$ cat config.mk
export PLATFORM = sky130hd
export DESIGN_NAME = dut_vector_sequencer
export DESIGN_NICKNAME = d
export VERILOG_FILES = /design/src/rtl/dut_vector_sequencer.sv
export SDC_FILE = /design/constraint.sdc
export NUM_CORES = 1
export LEC_CHECK = 0
export CAP_MARGIN = 20
export CORE_ASPECT_RATIO = 1.75
export CORE_MARGIN = 4
export CORE_UTILIZATION = 38
export CTS_CLUSTER_SIZE = 28
export DETAILED_ROUTE_END_ITERATION = 10
export GPL_ROUTABILITY_DRIVEN = 0
export GPL_TIMING_DRIVEN = 0
export PLACE_DENSITY = 0.56
export SYNTH_ARGS = -nofsm -noshare
export SYNTH_HDL_FRONTEND = slang
export SYNTH_SLANG_ARGS = --single-unit
$ cat constraint.sdc
create_clock -name clk -period 4.3 [get_ports clk]
set_clock_uncertainty 0.2 [all_clocks]
set_input_delay 0.645 -clock clk [delete_from_list [all_inputs] [get_ports clk]]
set_output_delay 0.645 -clock clk [all_outputs]
set_load 0.05 [all_outputs]
$ cat src/rtl/dut_vector_sequencer.sv
// Vector sequencer for a combinational block: drives stored stimuli, waits a settle time,
// captures and compares each result, and reports error count and first failing index.
module dut_vector_sequencer #(
    parameter int IN_W   = 20,
    parameter int OUT_W  = 10,
    parameter int DEPTH  = 16,
    parameter int ADDR_W = 4,
    parameter int SETTLE = 1,
    parameter int CNT_W  = 8
) (
    input  logic              clk,
    input  logic              rst,
    input  logic              load_en,
    input  logic [ADDR_W-1:0] load_addr,
    input  logic [IN_W-1:0]   load_stim,
    input  logic [OUT_W-1:0]  load_exp,
    input  logic [ADDR_W:0]   run_len,
    input  logic              start,
    output logic [IN_W-1:0]   dut_in,
    input  logic [OUT_W-1:0]  dut_out,
    output logic              busy,
    output logic              done,
    output logic              pass,
    output logic [CNT_W-1:0]  err_count,
    output logic              first_fail_valid,
    output logic [ADDR_W-1:0] first_fail_idx,
    output logic              res_valid,
    output logic [ADDR_W-1:0] res_idx,
    output logic [OUT_W-1:0]  res_data
);

    typedef enum logic [2:0] {
        ST_IDLE    = 3'd0,
        ST_APPLY   = 3'd1,
        ST_SETTLE  = 3'd2,
        ST_CAPTURE = 3'd3,
        ST_DONE    = 3'd4
    } state_t;

    localparam int SET_W = (SETTLE > 1) ? $clog2(SETTLE) : 1;
    localparam logic [SET_W-1:0]  SET_LAST  = SET_W'((SETTLE > 0) ? (SETTLE - 1) : 0);
    localparam logic [SET_W-1:0]  SET_ZERO  = {SET_W{1'b0}};
    localparam logic [SET_W-1:0]  SET_ONE   = SET_W'(1'b1);
    localparam logic [ADDR_W:0]   LEN_MAX   = (ADDR_W + 1)'(DEPTH);
    localparam logic [ADDR_W:0]   LEN_ZERO  = {(ADDR_W + 1){1'b0}};
    localparam logic [ADDR_W:0]   LEN_ONE   = (ADDR_W + 1)'(1'b1);
    localparam logic [ADDR_W-1:0] IDX_ZERO  = {ADDR_W{1'b0}};
    localparam logic [ADDR_W-1:0] IDX_ONE   = ADDR_W'(1'b1);
    localparam logic [CNT_W-1:0]  CNT_ZERO  = {CNT_W{1'b0}};
    localparam logic [CNT_W-1:0]  CNT_ONE   = CNT_W'(1'b1);
    localparam logic [CNT_W-1:0]  CNT_MAX   = {CNT_W{1'b1}};

    state_t              state_r, state_s;
    logic [ADDR_W-1:0]   idx_r, idx_s;
    logic [ADDR_W:0]     len_r, len_s;
    logic [SET_W-1:0]    cnt_r, cnt_s;
    logic [IN_W-1:0]     dut_in_r, dut_in_s;
    logic                busy_r, busy_s;
    logic                done_r, done_s;
    logic                pass_r, pass_s;
    logic [CNT_W-1:0]    err_r, err_s;
    logic                ffv_r, ffv_s;
    logic [ADDR_W-1:0]   ffi_r, ffi_s;
    logic                res_valid_r, res_valid_s;
    logic [ADDR_W-1:0]   res_idx_r, res_idx_s;
    logic [OUT_W-1:0]    res_data_r, res_data_s;

    // Table is deliberately outside the reset domain so vectors survive rst.
    logic [IN_W+OUT_W-1:0] mem_r [DEPTH];
    logic [IN_W-1:0]       stim_s;
    logic [OUT_W-1:0]      exp_s;
    logic                  idle_s;

    assign stim_s = mem_r[idx_r][IN_W+OUT_W-1:OUT_W];
    assign exp_s  = mem_r[idx_r][OUT_W-1:0];
    assign idle_s = (state_r == ST_IDLE) || (state_r == ST_DONE);

    // Table write port, honoured only when no run is in progress.
    always_ff @(posedge clk) begin
        if (load_en && idle_s) begin
            mem_r[load_addr] <= {load_stim, load_exp};
        end
    end

    // Next-state and next-output logic for the sequencer.
    always_comb begin
        state_s     = state_r;
        idx_s       = idx_r;
        len_s       = len_r;
        cnt_s       = cnt_r;
        dut_in_s    = dut_in_r;
        busy_s      = busy_r;
        done_s      = done_r;
        pass_s      = pass_r;
        err_s       = err_r;
        ffv_s       = ffv_r;
        ffi_s       = ffi_r;
        res_valid_s = 1'b0;
        res_idx_s   = res_idx_r;
        res_data_s  = res_data_r;
        case (state_r)
            ST_IDLE, ST_DONE: begin
                if (start && !load_en) begin
                    idx_s = IDX_ZERO;
                    cnt_s = SET_ZERO;
                    err_s = CNT_ZERO;
                    ffv_s = 1'b0;
                    ffi_s = IDX_ZERO;
                    if (run_len == LEN_ZERO) begin
                        len_s   = LEN_ZERO;
                        state_s = ST_DONE;
                        busy_s  = 1'b0;
                        done_s  = 1'b1;
                        pass_s  = 1'b1;
                    end else begin
                        len_s   = (run_len > LEN_MAX) ? LEN_MAX : run_len;
                        state_s = ST_APPLY;
                        busy_s  = 1'b1;
                        done_s  = 1'b0;
                        pass_s  = 1'b0;
                    end
                end else begin
                    state_s = state_r;
                end
            end
            ST_APPLY: begin
                dut_in_s = stim_s;
                cnt_s    = SET_ZERO;
                if (SETTLE > 0) begin
                    state_s = ST_SETTLE;
                end else begin
                    state_s = ST_CAPTURE;
                end
            end
            ST_SETTLE: begin
                if (cnt_r == SET_LAST) begin
                    state_s = ST_CAPTURE;
                end else begin
                    cnt_s = cnt_r + SET_ONE;
                end
            end
            ST_CAPTURE: begin
                res_valid_s = 1'b1;
                res_idx_s   = idx_r;
                res_data_s  = dut_out;
                if (dut_out != exp_s) begin
                    err_s = (err_r == CNT_MAX) ? err_r : (err_r + CNT_ONE);
                    if (!ffv_r) begin
                        ffv_s = 1'b1;
                        ffi_s = idx_r;
                    end else begin
                        ffi_s = ffi_r;
                    end
                end else begin
                    err_s = err_r;
                end
                if ({1'b0, idx_r} == (len_r - LEN_ONE)) begin
                    state_s = ST_DONE;
                    busy_s  = 1'b0;
                    done_s  = 1'b1;
                    pass_s  = (err_s == CNT_ZERO);
                end else begin
                    idx_s   = idx_r + IDX_ONE;
                    state_s = ST_APPLY;
                end
            end
            default: begin
                state_s = ST_IDLE;
                busy_s  = 1'b0;
            end
        endcase
    end

    // State and output registers; rst aborts any run without emitting a result.
    always_ff @(posedge clk) begin
        if (rst) begin
            state_r     <= ST_IDLE;
            idx_r       <= IDX_ZERO;
            len_r       <= LEN_ZERO;
            cnt_r       <= SET_ZERO;
            dut_in_r    <= {IN_W{1'b0}};
            busy_r      <= 1'b0;
            done_r      <= 1'b0;
            pass_r      <= 1'b0;
            err_r       <= CNT_ZERO;
            ffv_r       <= 1'b0;
            ffi_r       <= IDX_ZERO;
            res_valid_r <= 1'b0;
            res_idx_r   <= IDX_ZERO;
            res_data_r  <= {OUT_W{1'b0}};
        end else begin
            state_r     <= state_s;
            idx_r       <= idx_s;
            len_r       <= len_s;
            cnt_r       <= cnt_s;
            dut_in_r    <= dut_in_s;
            busy_r      <= busy_s;
            done_r      <= done_s;
            pass_r      <= pass_s;
            err_r       <= err_s;
            ffv_r       <= ffv_s;
            ffi_r       <= ffi_s;
            res_valid_r <= res_valid_s;
            res_idx_r   <= res_idx_s;
            res_data_r  <= res_data_s;
        end
    end

    assign dut_in           = dut_in_r;
    assign busy             = busy_r;
    assign done             = done_r;
    assign pass             = pass_r;
    assign err_count        = err_r;
    assign first_fail_valid = ffv_r;
    assign first_fail_idx   = ffi_r;
    assign res_valid        = res_valid_r;
    assign res_idx          = res_idx_r;
    assign res_data         = res_data_r;

endmodule

==> results of run 1 <==
## worst max-delay path by stage
stage / startpoint / to / slack (ns)
global placement: load_en / mem_r[0][10] / -3.35
finish: flip-flop / pass / 0.28
floorplan: state_r[0] / mem_r[0][0] / 0.34
detailed placement: flip-flop / pass / -0.02
CTS: flip-flop / pass / 0.01
global route: flip-flop / pass / 0.06
## per-layer routing
layer	track usage [%]	vias to the layer above	wire [µm]
met5	0	-	42
met4	6.00	6	1650
met3	3.05	83	2360
met2	34.8	270	30400
met1	19.8	5803	19700
li1	-	4843	-
## worst reg2reg max path: cells and delay by family, from the launching register on
family | cells | cell delay [ns]
buf+inv | 5 | 1.38
mux | 2 | 0.71
simple gates | 2 | 0.61
compound gates | 2 | 0.51
flops | 1 | 0.31
xor+xnor | 1 | 0.19
## synthesized netlist by cell type (8+ instances only)
cell / count
nor3_1: 17
edfxtp_1: 480
a21oi_1: 49
nand3_1: 11
inv_1: 9
nand2_1: 94
xnor2_1: 15
nor2_1: 39
mux4_2: 130
o21ai_0: 8
clkbuf_1: 33
dfxtp_1: 67
mux2i_1: 31
buf_2: 20
## report_power, final
part / switching (mW) / internal [mW]
registers: 0.0708 / 5.95
clock network: 1.88 / 2.50
logic: 0.733 / 0.363
## flip-flops by register name, summed over array words and instances, names as in the netlist, 4 cells and up, named ones only
signal / count
res_idx: 4
idx_r: 4
len_r: 5
dut_in: 20
res_data: 10
mem_r: 480
err_count: 8
first_fail_idx: 4
## layout make-up
cell class                      count  share of cell area, %
Tap cell                          696                   3.44
Antenna cell                        1                0.00988
Multi-Input combinational cell    488                   20.7
Clock inverter                     17                  0.870
Buffer                             63                   1.30
Sequential cell                   547                   62.2
Clock buffer                       73                   5.40
Timing Repair Buffer              133                   5.89
Inverter                           10                  0.148
## kinds of logic (layout without fill, tap and decap cells)
family	count (synthesis)	after routing
AO/OA/AOI/OAI	93	93
multiplexers	168	168
other	0	1
adder cells (fa/ha/maj)	3	3
buffers and inverters	73	296
flip-flops	547	547
XOR/XNOR	16	16
AND/OR/NAND/NOR	208	208
## what timing repair did
| item | CTS | global route |
|---|---|---|
| gates cloned | 0 | 0 |
| gates resized for setup | 1 | 3 |
| hold buffers | 0 | 0 |
| setup buffers | 0 | 0 |
| setup endpoints to repair | 1 | 1 |
## through the flow
stage                     setup slack [ns]  std cells  setup TNS, ns
final                                0.275       2028              0
after CTS                          0.00958       2026              0
after global routing                0.0583       2027              0
after detailed placement           -0.0197       1936        -0.0197
after global placement               -3.35       1906        -774.32
after floorplan                      0.338       1108              0
==> results.md, run 1 <==
* Status: finished clean
* FFs w/ async S/R, synth at 0%
* Fin util at 45.7%
* EDFF count, synth at 480
* Via Count at 11.0k
* Avg Cell Area, Syn at 19.2 µm²
* Worst-Margin Slew at about 1.1 ns
* I/O pin cnt at 104
* Largest family of logic cells by synthesized area: multiplexers
* Synth Cell Area at 21200 µm²
* Largest net degree at the start of global routing at 20
* Final-report max-slew violation count at 0
* Filler Cell Count at 4718
* CP endpoint kind: flip-flop
* Multi-input gate area at 5250 µm²
* Yosys reg bits at roughly 550
* Ratio of cells with drive above 1 in the final layout at between 20% and 30%
* Design area at 25300 µm²
* Most frequent cells in the layout: edfxtp_1, mux4_2, clkdlybuf4s50_1
* Post-Synth Simple-Gate Area at roughly 4.6%
* Post-synthesis mux area share at around 16%
* Row Count at 114
* CTS Buffer Depth at 3
* Area post-placement at about 24000 µm²
* Post-synth top area cell: edfxtp_1
* Max stage delay on crit path at 0.43 ns
* Power per cell area at 454 nW/µm²
* Crit path cell chain: buf_2 > buf_2 > buf_2 > mux4_2 > a221oi_2 > xor2_1 > nand4_1 > nor4_4 > buf_4 > buf_8 > mux2i_1 > o22ai_1
* Final Total Pwr at 11.5 mW
* Crit path max-delay cell type: nor4_4
* Max Fclk at approximately 0.25 GHz
* Register area at about 16000 µm²
* Clock-pin slew on the worst setup and hold paths at 0.06 ns
* Leakage power at ~7.7 nW
* Synth top area share at 67.9%
* Syn. warnings at 0
* Htree depth at 2
* Syn Nets at 1164
* Synthesized instance count at 1108
* Slew HR at 27.4%
* DR pass1 iterations at 4
* Register area share after synthesis at roughly 74%
* Die height at 321 µm
* Number of global-route vias before repair at 11.7k
* R2R setup slack at between 0.2 and 0.3 ns
* Commonest non-fill, non-tap cell in the layout: edfxtp_1
* Port bufs at 102
* Max-cap violations at 0
* CP Depth at 12
* Setup CP Type: reg2reg
* Clock root buffer: clkbuf_16
* CTS Buf Count at 48
* Worst-Skew Late Latency at 0.58 ns
* WP data required at 4.54 ns
* Min-delay worst type: reg2reg
* Post-DRT Antenna Nets at 0
* RSZ-0062 raised after global routing: no
* Hold Path Stages at 2
* WHS Endpoint: res_idx[1]
* Final Critical Period at 4.02 ns
* CTS tree: built
* Synth-to-Final Area Change at 19.2%
* Reg2reg path depth at 12
* CP most frequent cell: buf_2
* CP max FO at 10
* Hold Slack at roughly 0.25 ns
* Final setup viols at 0
* RR Endpoint: pass
* 1st-iter DRT viols at 750
* Synth Area in Compound Gates at under 10%
* Core ar. at 55300 µm²
* Grt ovf at 0
* Wire per inst at 26.7 µm
* DRC viols at 0
* Fin crit share at 93.6%
* Hold Startpoint: res_idx[1]
* Post-synthesis xor/xnor area fraction at 0.660%
* Crit-path leading delay family: buffers and inverters
* Synth Flop Type: edfxtp_1
* Number of vias per cell at 5.43
* Die area at 59900 µm²
* Nets at 1347
* Peak supply drop at 0.256 mV
* CP Launch Type: flip-flop
* CP bufs+invs at 5
* Initial Util at 38.4%
* Clk sink count at roughly 550
* Synth cell types at 57
* Global-route wire length before repair at 79.0 mm
* Crit path DAT at between 4 and 5 ns
* Die Wd at 187 µm
* Initial antenna violation count at 4
* GRT Util Overall at approximately 18%
* Synth area leaders: edfxtp_1, mux4_2, dfxtp_1
* Hold Violations, Final at 0
* Hpwl dp at 36.0 mm
* Total Wirelength at 54.2 mm
* Adder-Cell Fraction of Synth Area at 0.177%
Power figures use the tool's default switching activity.
==> run 2: changes to the inputs <==
Settings changed: MAX_ROUTING_LAYER from default to met4, TNS_END_PERCENT from default to 50.
==> results.md, run 2 (synthesis results as in run 1) <==
* Status: finished clean
* Die area at 59900 µm² (unchanged)
* Final Critical Period at 3.99 ns (-0.0357 ns)
* Crit-path leading delay family: buffers and inverters
* Clock power frac at 38.1% (about the same)
* Max Fclk at 0.251 GHz (+0.89%)
* Total Wirelength at 54.1 mm (-0.16%)
* Via Count at 11.0k (-0.34%)
* Post-CTS setup buffers at 0 (unchanged)
* Number of vias per cell at 5.40 (-0.48%)
* Hpwl dp at 36.0 mm (unchanged)
* Power per cell area at 454 nW/µm² (about the same)
* CP Depth at 12 (unchanged)
* Row Count at 114 (unchanged)
* Min-delay worst type: reg2reg
* Largest register FFs at 480 (unchanged)
* Reg2reg path depth at 12 (unchanged)
* Final-report max-slew violation count at 0 (unchanged)
* CP Launch Type: flip-flop
* Max-cap violations at 0 (unchanged)
* Crit path max-delay cell type: nor4_4
* Area post-placement at 23700 µm² (unchanged)
* Worst-Skew Late Latency at 0.59 ns (about the same)
* Nets at 1347 (unchanged)
* Port bufs at 102 (unchanged)
* CTS Buf Count at 48 (unchanged)
* Setup CP Type: reg2reg
* Worst-Margin Slew at 1.06 ns (-0.00565 ns)
* Max stage delay on crit path at 0.41 ns (-0.02 ns)
* Crit path cell chain: buf_2 > buf_2 > clkbuf_4 > mux4_2 > a221oi_2 > xor2_1 > nand4_1 > nor4_4 > buf_4 > buf_8 > mux2i_1 > o22ai_1
* Clk sink count at 547 (unchanged)
* Grt ovf at 0 (unchanged)
* DR pass1 iterations at 4 (unchanged)
* Leakage power at 7.72 nW (about the same)
* CP most frequent cell: buf_2
* CP max FO at 10 (unchanged)
* CP bufs+invs at 5 (unchanged)
* Core ar. at 55300 µm² (unchanged)
* Int Pwr at 8.82 mW (about the same)
* Register area at 15800 µm² (unchanged)
* Post-CTS resize count at 1 (unchanged)
* Design area at 25300 µm² (about the same)
* Clock-pin slew on the worst setup and hold paths at 0.06 ns (about the same)
* Number of global-route vias before repair at 11.7k (-0.21%)
* Critical path capture point: pass
* RR Endpoint: pass
* Global-route wire length before repair at 79.0 mm (about the same)
* I/O pin cnt at 104 (unchanged)
* Filler Cell Count at 4715 (-0.064%)
* Comb pwr share at 9.5% (about the same)
* Ratio of cells with drive above 1 in the final layout at 21.1% (unchanged)
* RSZ-0062 raised after global routing: no
* R2R setup slack at 0.31 ns (+0.04 ns)
* Initial Util at 38.4% (unchanged)
* 1st-iter DRT viols at 721 (-3.9%)
* Final setup viols at 0 (unchanged)
* Largest net degree at the start of global routing at 20 (unchanged)
* Most frequent cells in the layout: edfxtp_1, mux4_2, clkdlybuf4s50_1
* Die height at 321 µm (unchanged)
* Commonest non-fill, non-tap cell in the layout: edfxtp_1
* CTS Buffer Depth at 3 (unchanged)
* Reg with most FFs: mem_r
* Die Wd at 187 µm (unchanged)
* Switching Share at 23.4% (about the same)
* Register share of total power at 52.4% (about the same)
* CTS tree: built
* Peak supply drop at 0.257 mV (+0.15%)
* Post-DRT Antenna Nets at 0 (unchanged)
* CP endpoint kind: flip-flop
* DRC viols at 0 (unchanged)
* Multi-input gate area at 5250 µm² (unchanged)
* Fin crit share at 92.8% (-0.83 points)
* Crit path DAT at 4.23 ns (-0.04 ns)
* Clock root buffer: clkbuf_16
* Synth-to-Final Area Change at 19.2% (about the same)
* Hold Violations, Final at 0 (unchanged)
* Slew HR at 27.8% (+0.39 points)
* WP data required at 4.55 ns (about the same)
* Hold Slack at 0.252 ns (-0.000333 ns)
* Final Total Pwr at 11.5 mW (about the same)
* GRT Util Overall at 18.5% (+0.56 points)
* Fin util at 45.8% (about the same)
* Net Sw Power at 2.69 mW (+0.12%)
* Htree depth at 2 (unchanged)
* Post-CTS Hold Buffers at 0 (unchanged)
* Wire per inst at 26.6 µm (-0.30%)
* Initial antenna violation count at 4 (unchanged)
## run 2: cell count changes in the layout (fill, tap and decap cells not counted)
cell     previous run  this run
diode_2             1         4
## run 2: cell type report
type                       count  share of cell area (%)
inverter                      10                   0.148
clock buffer                  73                    5.40
timing repair buffer         133                    5.88
sequential                   547                    62.2
buffer                        63                    1.30
multi-input combinational    488                    20.7
antenna                        4                  0.0395
tap                          696                    3.44
clock inverter                17                   0.870
## run 2: through the flow
| stage | instances | TNS [ns] | setup WS (ns) |
|---|---|---|---|
| 3_3_place_gp | 1906 | -774.32 | -3.35 |
| 3_5_place_dp | 1936 | -0.0197 | -0.0197 |
| 4_1_cts | 2026 | 0 | 0.00958 |
| 5_1_grt | 2031 | 0 | 0.0588 |
| 2_1_floorplan | 1108 | 0 | 0.338 |
| 6_report | 2031 | 0 | 0.311 |
## run 2: power groups by stage
stage,Clock [mW],Sequential (mW),Combinational [mW]
floorplan,0,6.29,0.449
global placement,0,6.15,1.06
detailed placement,0,6.14,1.12
finish,4.39,6.03,1.10
global route,4.71,6.04,1.18
CTS,4.49,6.03,1.12
## run 2: worst min-delay path, delay by kind of cell (launching register included)
family | cells | cell delay (ns)
flops | 1 | 0.31
simple gates | 1 | 0.05
compound gates | 1 | 0.05
## run 2: metal layers
metal / up-vias / track usage (%) / share of wire (%)
li1: 4846 / - / -
met1: 5759 / 19.8 / 36
met2: 280 / 34.9 / 56
met3: 83 / 3.05 / 4.8
met4: 0 / 6.00 / 3.0
met5: - / - / 0
## run 2: worst min path at each step
stage                         endpoint   startpoint  cells past startpoint
after floorplan               len_r[1]     len_r[1]                      2
after global placement     res_data[0]  res_data[0]                      2
after detailed placement   res_data[5]  res_data[5]                      2
after CTS                 err_count[6]          rst                      3
after global routing        res_idx[0]   res_idx[0]                      2
final                       res_idx[1]   res_idx[1]                      2
==> run 3: changes to the inputs <==
Settings changed: CTS_BUF_LIST from default to sky130_fd_sc_hd__clkbuf_8.
==> results.md, run 3 (synthesis results as in run 1) <==
* Status: finished clean
* WP data required at 4.63 ns (+0.08 ns)
* Row Count at 114 (unchanged)
* Clock root buffer: clkbuf_8
* Nets at 1377 (+2.2%)
* CP most frequent cell: buf_2
* Hold Violations, Final at 0 (unchanged)
* Die Wd at 187 µm (unchanged)
* CTS Buffer Depth at 3 (unchanged)
* Htree depth at 3 (+1)
* Die height at 321 µm (unchanged)
* Core ar. at 55300 µm² (unchanged)
* Area post-placement at 23700 µm² (unchanged)
* GRT Util Overall at 18.7% (+0.17 points)
* Largest net degree at the start of global routing at 20 (unchanged)
* Number of vias per cell at 5.33 (-1.3%)
* CP endpoint kind: flip-flop
* CTS tree: built
* Commonest non-fill, non-tap cell in the layout: edfxtp_1
* Comb pwr share at 9.9% (+0.4 points)
* Via Count at 11.1k (+1.4%)
* Most frequent cells in the layout: edfxtp_1, mux4_2, clkdlybuf4s50_1
* Slew HR at 28.2% (+0.41 points)
* Total negative setup slack at 0 ns (unchanged)
* Wire per inst at 26.1 µm (-2.0%)
* Crit path cell chain: buf_4 > buf_2 > buf_2 > buf_2 > mux4_2 > xnor2_1 > nand4_1 > nor4_4 > buf_4 > buf_8 > mux2i_1 > o22ai_1
* Die area at 59900 µm² (unchanged)
* Final setup viols at 0 (unchanged)
* Max Fclk at 0.248 GHz (-1.1%)
* Design area at 25300 µm² (-0.28%)
* Min-delay worst type: in2reg
* Clock-pin slew on the worst setup and hold paths at 0.07 ns (about the same)
* Fin crit share at 93.8% (+1.0 points)
* Fin util at 45.6% (-0.13 points)
* Crit-path leading delay family: buffers and inverters
* Clock power frac at 35.9% (-2.2 points)
* Post-CTS setup buffers at 0 (unchanged)
* Switching Share at 24.8% (+1.4 points)
* Setup CP Type: reg2reg
* Port bufs at 102 (unchanged)
* Reg with most FFs: mem_r
* Max-cap violations at 0 (unchanged)
* 1st-iter DRT viols at 706 (-2.1%)
* Final-report max-slew violation count at 0 (unchanged)
* Filler Cell Count at 4735 (+0.42%)
* Initial antenna violation count at 5 (+1)
* Largest register FFs at 480 (unchanged)
* Peak supply drop at 0.224 mV (-13%)
* Leakage power at 7.84 nW (+1.5%)
* CP max FO at 10 (unchanged)
* Global-route wire length before repair at 79.4 mm (+0.48%)
* CP bufs+invs at 6 (+1)
* Clk sink count at 547 (unchanged)
* Ratio of cells with drive above 1 in the final layout at 22.7% (+1.6 points)
* Synth-to-Final Area Change at 18.9%
* Power per cell area at 440 nW/µm² (-3.2%)
* Grt ovf at 0 (unchanged)
* I/O pin cnt at 104 (unchanged)
* Number of global-route vias before repair at 11.9k (+2.2%)
* CTS Buf Count at 78 (+63%)
* DRC viols at 0 (unchanged)
* Total Wirelength at 54.4 mm (+0.64%)
* Net Sw Power at 2.75 mW (+2.3%)
* Hold Slack at 0.185 ns (-0.0675 ns)
* Max stage delay on crit path at 0.42 ns (about the same)
* Crit path max-delay cell type: mux4_2
* Initial Util at 38.4% (unchanged)
* Worst-Skew Late Latency at 0.66 ns (+0.07 ns)
* RSZ-0062 raised after global routing: no
* DR pass1 iterations at 4 (unchanged)
* Int Pwr at 8.36 mW (-5.2%)
* Hpwl dp at 36.0 mm (unchanged)
* Register share of total power at 54.2% (+1.8 points)
* Final Critical Period at 4.03 ns (+0.0451 ns)
* Post-DRT Antenna Nets at 0 (unchanged)
* Crit path DAT at 4.36 ns (+0.13 ns)
* CP Launch Type: flip-flop
* Worst-Margin Slew at 1.05 ns (-0.00596 ns)
run 3: cell count changes in the layout (fill, tap and decap cells not counted), sizes merged:
| cell | delta |
|---|---|
| bufinv | -2 |
| clkbuf | +13 |
| buf | +1 |
| clkinvlp | +2 |
| diode | +1 |
| clkinv | +10 |
| inv | +30 |
run 3: through the flow:
stage / power, mW / setup WS [ns] / cells
floorplan: 6.74 / 0.338 / 1108
global route: 11.6 / 0.0529 / 2086
global placement: 7.20 / -3.35 / 1906
finish: 11.1 / 0.266 / 2086
CTS: 11.2 / 0.00175 / 2080
detailed placement: 7.26 / -0.0197 / 1936
run 3: worst paths after layout:
path,from,to,slack [ns],cells after the start
hold / removal,rst,err_count[6],0.18,3
hold reg to reg,res_idx[1],res_idx[1],0.26,2
setup reg to reg,flip-flop,pass,0.27,12
setup / recovery,flip-flop,pass,0.27,12
run 3: power by group through the flow:
stage | registers, mW | logic (mW) | clock network [mW]
after CTS | 6.03 | 1.12 | 4.09
after global placement | 6.15 | 1.06 | 0
after global routing | 6.04 | 1.18 | 4.36
after floorplan | 6.29 | 0.449 | 0
after detailed placement | 6.14 | 1.12 | 0
final | 6.03 | 1.10 | 3.99
run 3: area by class of cell:
type                            count  area (µm²)  share of cell area, %
Antenna cell                        5        12.5                 0.0495
Buffer                             63         327                   1.29
Clock buffer                       87        1200                   4.74
Clock inverter                     57         318                   1.26
Inverter                           10        37.5                  0.149
Multi-Input combinational cell    488        5250                   20.8
Sequential cell                   547       15800                   62.4
Tap cell                          696         871                   3.45
Timing Repair Buffer              133        1490                   5.90
run 3: tightest hold or removal path: stages:
cell	delay (ns)
buf_2	0.15
or4_1	0.13
a21oi_1	0.06
run 3: metal layers:
metal,track usage (%),up-vias,share of wire (%)
met2,34.8,292,56
met5,-,-,0
met4,5.85,0,2.4
li1,-,4920,-
met1,19.9,5828,36
met3,3.83,83,4.8
run 3: what timing repair did:
item                                    in CTS  in global routing
endpoints found under the setup margin       1                  1
gates resized for setup                      1                  2
hold buffers                                 0                  0
